--- config.mk ---
export PLATFORM = sky130hd
export DESIGN_NAME = rom_arbiter
export DESIGN_NICKNAME = d
export VERILOG_FILES = /design/src/rtl/rom_arb_pkg.sv /design/src/rtl/rom_arb_select.sv /design/src/rtl/rom_arbiter.sv
export SDC_FILE = /design/constraint.sdc
export NUM_CORES = 1
export LEC_CHECK = 0
export CAP_MARGIN = 20
export CORE_ASPECT_RATIO = 0.9
export CORE_MARGIN = 1.5
export CORE_UTILIZATION = 33
export DETAILED_ROUTE_END_ITERATION = 10
export HOLD_SLACK_MARGIN = 0.12
export PLACE_DENSITY = 0.75
export SYNTH_ARGS = -nofsm -noshare
export SYNTH_HDL_FRONTEND = slang
export SYNTH_SLANG_ARGS = --single-unit
--- constraint.sdc ---
create_clock -name CLK -period 1.5 [get_ports CLK]
set_input_delay 0.3 -clock CLK [delete_from_list [all_inputs] [get_ports CLK]]
set_output_delay 0.3 -clock CLK [all_outputs]
set_load 0.05 [all_outputs]
--- src/rtl/rom_arb_pkg.sv ---
// Shared types and defaults for the two-requester ROM arbiter.
// Owner tags mark which requester a ROM read in flight belongs to.
package rom_arb_pkg;

  localparam int DEF_ADDR_WIDTH = 8;
  localparam int DEF_DATA_WIDTH = 8;
  localparam int NUM_REQ        = 2;

  typedef enum logic [1:0] {
    OWN_NONE = 2'd0,
    OWN_REQ0 = 2'd1,
    OWN_REQ1 = 2'd2
  } owner_t;

  typedef enum logic {
    LAST0 = 1'b0,
    LAST1 = 1'b1
  } last_t;

endpackage

--- src/rtl/rom_arb_select.sv ---
// Grant selection: request pair plus last winner gives a one-hot grant and the next last-winner value.
// ROM_ARB_ROUND_ROBIN_EN selects alternation on ties; otherwise requester 0 always wins ties.
module rom_arb_select
  import rom_arb_pkg::*;
(
  input  logic  req_0,
  input  logic  req_1,
  input  last_t last_winner,
  output logic  gnt_0,
  output logic  gnt_1,
  output last_t last_next
);

  always_comb begin
    gnt_0 = 1'b0;
    gnt_1 = 1'b0;
    if (req_0 && req_1) begin
`ifdef ROM_ARB_ROUND_ROBIN_EN
      if (last_winner == LAST0) begin
        gnt_1 = 1'b1;
      end else begin
        gnt_0 = 1'b1;
      end
`else
      gnt_0 = 1'b1;
`endif
    end else begin
      gnt_0 = req_0;
      gnt_1 = req_1;
    end
  end

  // The last-winner state is tracked in both builds, even when ties ignore it.
  always_comb begin
    last_next = last_winner;
    if (gnt_1) begin
      last_next = LAST1;
    end else if (gnt_0) begin
      last_next = LAST0;
    end
  end

endmodule

--- src/rtl/rom_arbiter.sv ---
// Two-requester arbiter in front of a single-port synchronous ROM; data returns two cycles after grant.
// Build option ROM_ARB_ROUND_ROBIN_EN (in rom_arb_select) enables round-robin tie-breaking.
module rom_arbiter
  import rom_arb_pkg::*;
#(
  parameter int ADDR_WIDTH = DEF_ADDR_WIDTH,
  parameter int DATA_WIDTH = DEF_DATA_WIDTH
) (
  input  logic                  CLK,
  input  logic                  RESET,
  input  logic                  REQ_0,
  input  logic                  REQ_1,
  input  logic [ADDR_WIDTH-1:0] ADDR_0,
  input  logic [ADDR_WIDTH-1:0] ADDR_1,
  output logic                  GNT_0,
  output logic                  GNT_1,
  output logic                  VALID_0,
  output logic                  VALID_1,
  output logic [DATA_WIDTH-1:0] RD_DATA,
  output logic [ADDR_WIDTH-1:0] ROM_ADDR,
  input  logic [DATA_WIDTH-1:0] ROM_DATA
);

  logic [ADDR_WIDTH-1:0] rom_addr_q, rom_addr_d;
  owner_t                tag1_q, tag1_d;
  owner_t                tag2_q, tag2_d;
  last_t                 last_q, last_d;
  logic                  gnt_0, gnt_1;

  // Requests are masked during reset so no grant can escape while state is cleared.
  rom_arb_select u_select (
    .req_0       (REQ_0 && !RESET),
    .req_1       (REQ_1 && !RESET),
    .last_winner (last_q),
    .gnt_0       (gnt_0),
    .gnt_1       (gnt_1),
    .last_next   (last_d)
  );

  always_comb begin
    rom_addr_d = rom_addr_q;
    tag1_d     = OWN_NONE;
    if (gnt_0) begin
      rom_addr_d = ADDR_0;
      tag1_d     = OWN_REQ0;
    end else if (gnt_1) begin
      rom_addr_d = ADDR_1;
      tag1_d     = OWN_REQ1;
    end
    tag2_d = tag1_q;
  end

  always_ff @(posedge CLK or posedge RESET) begin
    if (RESET) begin
      rom_addr_q <= '0;
      tag1_q     <= OWN_NONE;
      tag2_q     <= OWN_NONE;
      last_q     <= LAST1;
    end else begin
      rom_addr_q <= rom_addr_d;
      tag1_q     <= tag1_d;
      tag2_q     <= tag2_d;
      last_q     <= last_d;
    end
  end

  assign GNT_0    = gnt_0;
  assign GNT_1    = gnt_1;
  assign ROM_ADDR = rom_addr_q;
  assign VALID_0  = (tag2_q == OWN_REQ0);
  assign VALID_1  = (tag2_q == OWN_REQ1);
  assign RD_DATA  = ROM_DATA;

endmodule

==> insert_results.sql <==
INSERT INTO impl_metrics (metric_group, metric, value, unit) VALUES
('run_status', 'result_of_the_run', 'finished, final reports clean', ''),
('yosys', 'syn_nets', '90', ''),
('place', 'place.detailed.hpwl', '1240', 'um'),
('cells_and_area', 'final_design_area_no_fill', '1140', 'um2'),
('die', 'io_pins', '48', ''),
('die', 'die_h', '45.8', 'um'),
('yosys', 'dominantRegCellSynth', 'sky130_fd_sc_hd__dfrtp_1', ''),
('routing', 'drtIter0Drc', '18', ''),
('pwr', 'leakage', '0.522', 'nW'),
('routing', 'avgViaCountPerCell', '4.78', ''),
('routing', 'drt.antenna.violating_nets', '0', ''),
('worst_setup_path', 'critical_path.endpoint_type', 'output port', ''),
('worst_setup_path', 'cp_num_buf_inv', '2', ''),
('die', 'coreArea', '1910', 'um2'),
('routing', 'detail_route.wirelength', '1580', 'um'),
('yosys', 'synth-edff-count', '0', ''),
('die', 'core.rowCount', '15', ''),
('yosys', 'synth_area_leaders', 'sky130_fd_sc_hd__dfrtp_1 45%, sky130_fd_sc_hd__buf_4 8.9%, sky130_fd_sc_hd__nor4b_1 7.8%', ''),
('yosys', 'yosysWarningCount', '0', ''),
('routing', 'vias', '569', ''),
('die', 'fp.dieW', '50.6', 'um'),
('global_route', 'via_count_of_the_first_global_routing_pass', '567', ''),
('worst_setup_path', 'worst_ep_arrival_time', '1030', 'ps'),
('cells_and_area', 'n_antenna_cell', '0', ''),
('timing', 'hold_violations', '0', ''),
('place', 'place_congestion', '0.701', ''),
('clocking', 'cts.hold.buffers_added', '0', ''),
('cells_and_area', 'fillerInstances', '170', ''),
('routing', 'number_of_optimization_iterations_in_the_first_detailed_route_pass', '4', ''),
('yosys', 'synth_largest_area_cell', 'sky130_fd_sc_hd__dfrtp_1', ''),
('worst_setup_path', 'crit_path_cell_trace', 'dlygate4sd2_1, nor2b_4, and2_4, buf_12', ''),
('flow_run', 'max_cap_violations', '0', ''),
('global_route', 'grt_max_degree', '13', ''),
('place', 'place.port_buffers', '31', ''),
('timing', 'max-slew-margin-rel', '0.787', ''),
('clocking', 'htreeDepth', '1', ''),
('pwr', 'post-layout-total-power', '0.00105', 'W'),
('worst_setup_path', 'regToRegSetupSlack', '660', 'ps'),
('timing', 'tightest_slew', '315', 'ps'),
('timing', 'fmaxAchievable', '0.753', 'GHz'),
('clocking', 'tritoncts_clock_tree', 'built', ''),
('timing', 'clock_skew', '3.65', 'ps'),
('clocking', 'tritoncts_num_sinks', '12', ''),
('die', 'fp.dieArea', '2320', 'um2'),
('routing', 'drc_errors', '0', ''),
('timing', 'timing.final.crit_period', '1330', 'ps'),
('timing', 'grt_setup_unrepaired', 'false', ''),
('pwr', 'power.ir.vdd_worst', '0.000612', 'V'),
('pwr', 'power.internal', '0.000716', 'W'),
('clocking', 'worst_setup_hold_path_clk_slew', '80', 'ps'),
('pwr', 'power.share.clock', '0.239', ''),
('yosys', 'synth_largest_type_area_fraction', '0.447', ''),
('global_route', 'grt_antenna_before_repair', '0', ''),
('global_route', 'grt_pass1_wl', '2480', 'um'),
('global_route', 'grt_use_total', '0.149', ''),
('timing', 'layout_worst_path_cycle_share', '0.886', ''),
('yosys', 'leading_cell_type_by_number_of_instances_after_synthesis', 'sky130_fd_sc_hd__dfrtp_1', ''),
('yosys', 'syn-mean-instance-area', '10.8', 'um2'),
('worst_setup_path', 'crit_required', '1200', 'ps'),
('clocking', 'numCtsBuffers', '3', ''),
('worst_setup_path', 'gate_family_responsible_for_the_most_delay_along_the_worst_path', 'buffers and inverters', ''),
('place', 'placed_area', '1090', 'um2'),
('worst_setup_path', 'critPathSlowestCell', 'sky130_fd_sc_hd__dlygate4sd2_1', ''),
('pwr', 'comb_power_share', '0.388', ''),
('pwr', 'swShare', '0.317', ''),
('yosys', 'seq_cells_post_synth', '12', ''),
('clocking', 'cts_root_buffer', 'sky130_fd_sc_hd__clkbuf_4', ''),
('routing', 'drt-wirelength-per-cell', '13.3', 'um'),
('clocking', 'insertion_delay_of_the_later_clocked_pin_in_the_worst_skew_pair', '260', 'ps'),
('die', 'floorplan.initialDensity', '0.351', ''),
('yosys', 'post_synth_inst_count', '62', '');
-- worst min-delay path, delay by kind of cell --
kind | cells | cell delay, ps
buffers and inverters | 3 | 560
-- layout by cell type (no fill, tap or decap), types with 2 or more instances in the layout --
cell type                         instances
sky130_fd_sc_hd__inv_1                   11
sky130_fd_sc_hd__nor2_1                   2
sky130_fd_sc_hd__nor2b_1                  2
sky130_fd_sc_hd__dlygate4sd2_1            3
sky130_fd_sc_hd__clkdlybuf4s50_1         16
sky130_fd_sc_hd__nor3b_1                  6
sky130_fd_sc_hd__clkbuf_4                 3
sky130_fd_sc_hd__a211oi_1                 6
sky130_fd_sc_hd__nor4b_1                  6
sky130_fd_sc_hd__a222oi_1                 2
sky130_fd_sc_hd__dfrtp_1                 12
sky130_fd_sc_hd__buf_4                    7
sky130_fd_sc_hd__buf_12                  12
sky130_fd_sc_hd__nor2b_4                  2
-- layer usage --
layer / up-vias / routed length (um) / track usage
met2: 28 / 770 / 0.263
met1: 270 / 633 / 0.164
met3: 2 / 165 / 0.0559
li1: 269 / - / -
met5: - / 0 / 0
met4: 0 / 14 / 0.0649
-- repair_timing --
item / 4_1_cts / 5_1_grt
endpoints found under the setup margin: 2 / 0
setup buffers: 1 / 0
resized for setup: 6 / 0
hold endpoints to repair: 0 / 0
-- power by group through the flow --
stage | registers [W] | logic, W | clock network, W
6_report | 0.000391 | 0.000407 | 0.000251
5_1_grt | 0.000395 | 0.000426 | 0.000283
4_1_cts | 0.000391 | 0.000410 | 0.000257
3_5_place_dp | 0.000395 | 0.000408 | 0
3_3_place_gp | 0.000396 | 0.000401 | 0
2_1_floorplan | 0.000477 | 0.000153 | 0
-- layout make-up --
cell class / count / area [um2] / share of cell area
inverter: 11 / 41.3 / 0.0363
timing repair buffer: 39 / 490 / 0.431
clock buffer: 4 / 36.3 / 0.0319
multi-input combinational: 28 / 238 / 0.209
tap: 25 / 31.3 / 0.0275
sequential: 12 / 300 / 0.264
-- flip-flops by register name, summed over array words and instances, names as in the netlist --
signal    cells
tag1_q        2
ROM_ADDR      8
tag2_q        2
-- final timing paths --
path | end | from
worst min register to register | tag2_q[0] | tag1_q[0]
max in group asynchronous | ROM_ADDR[0] | RESET
worst min-delay path | ROM_ADDR[1] | RESET
worst max-delay path | GNT_1 | REQ_0
worst max register to register | ROM_ADDR[7] | ROM_ADDR[7]
min in group CLK | tag2_q[0] | tag1_q[0]
-- per-stage QoR --
step / setup WS (ps) / setup TNS [ps] / cells / hold WS [ps]
floorplan: 49.8 / 0 / 62 / 331
global placement: -58.9 / -95.8 / 114 / 333
detailed placement: -94.9 / -282 / 114 / 340
CTS: 174 / 0 / 119 / 243
global route: 146 / 0 / 119 / 256
finish: 172 / 0 / 119 / 235
-- cell families after synthesis --
family                 count (synthesis)  synth area share
buffers and inverters                 22             0.214
and+or+nand+nor                       19             0.214
DFF                                   12             0.447
AOI/OAI and AO/OA                      9             0.125
(Power assumes the default switching activity.)
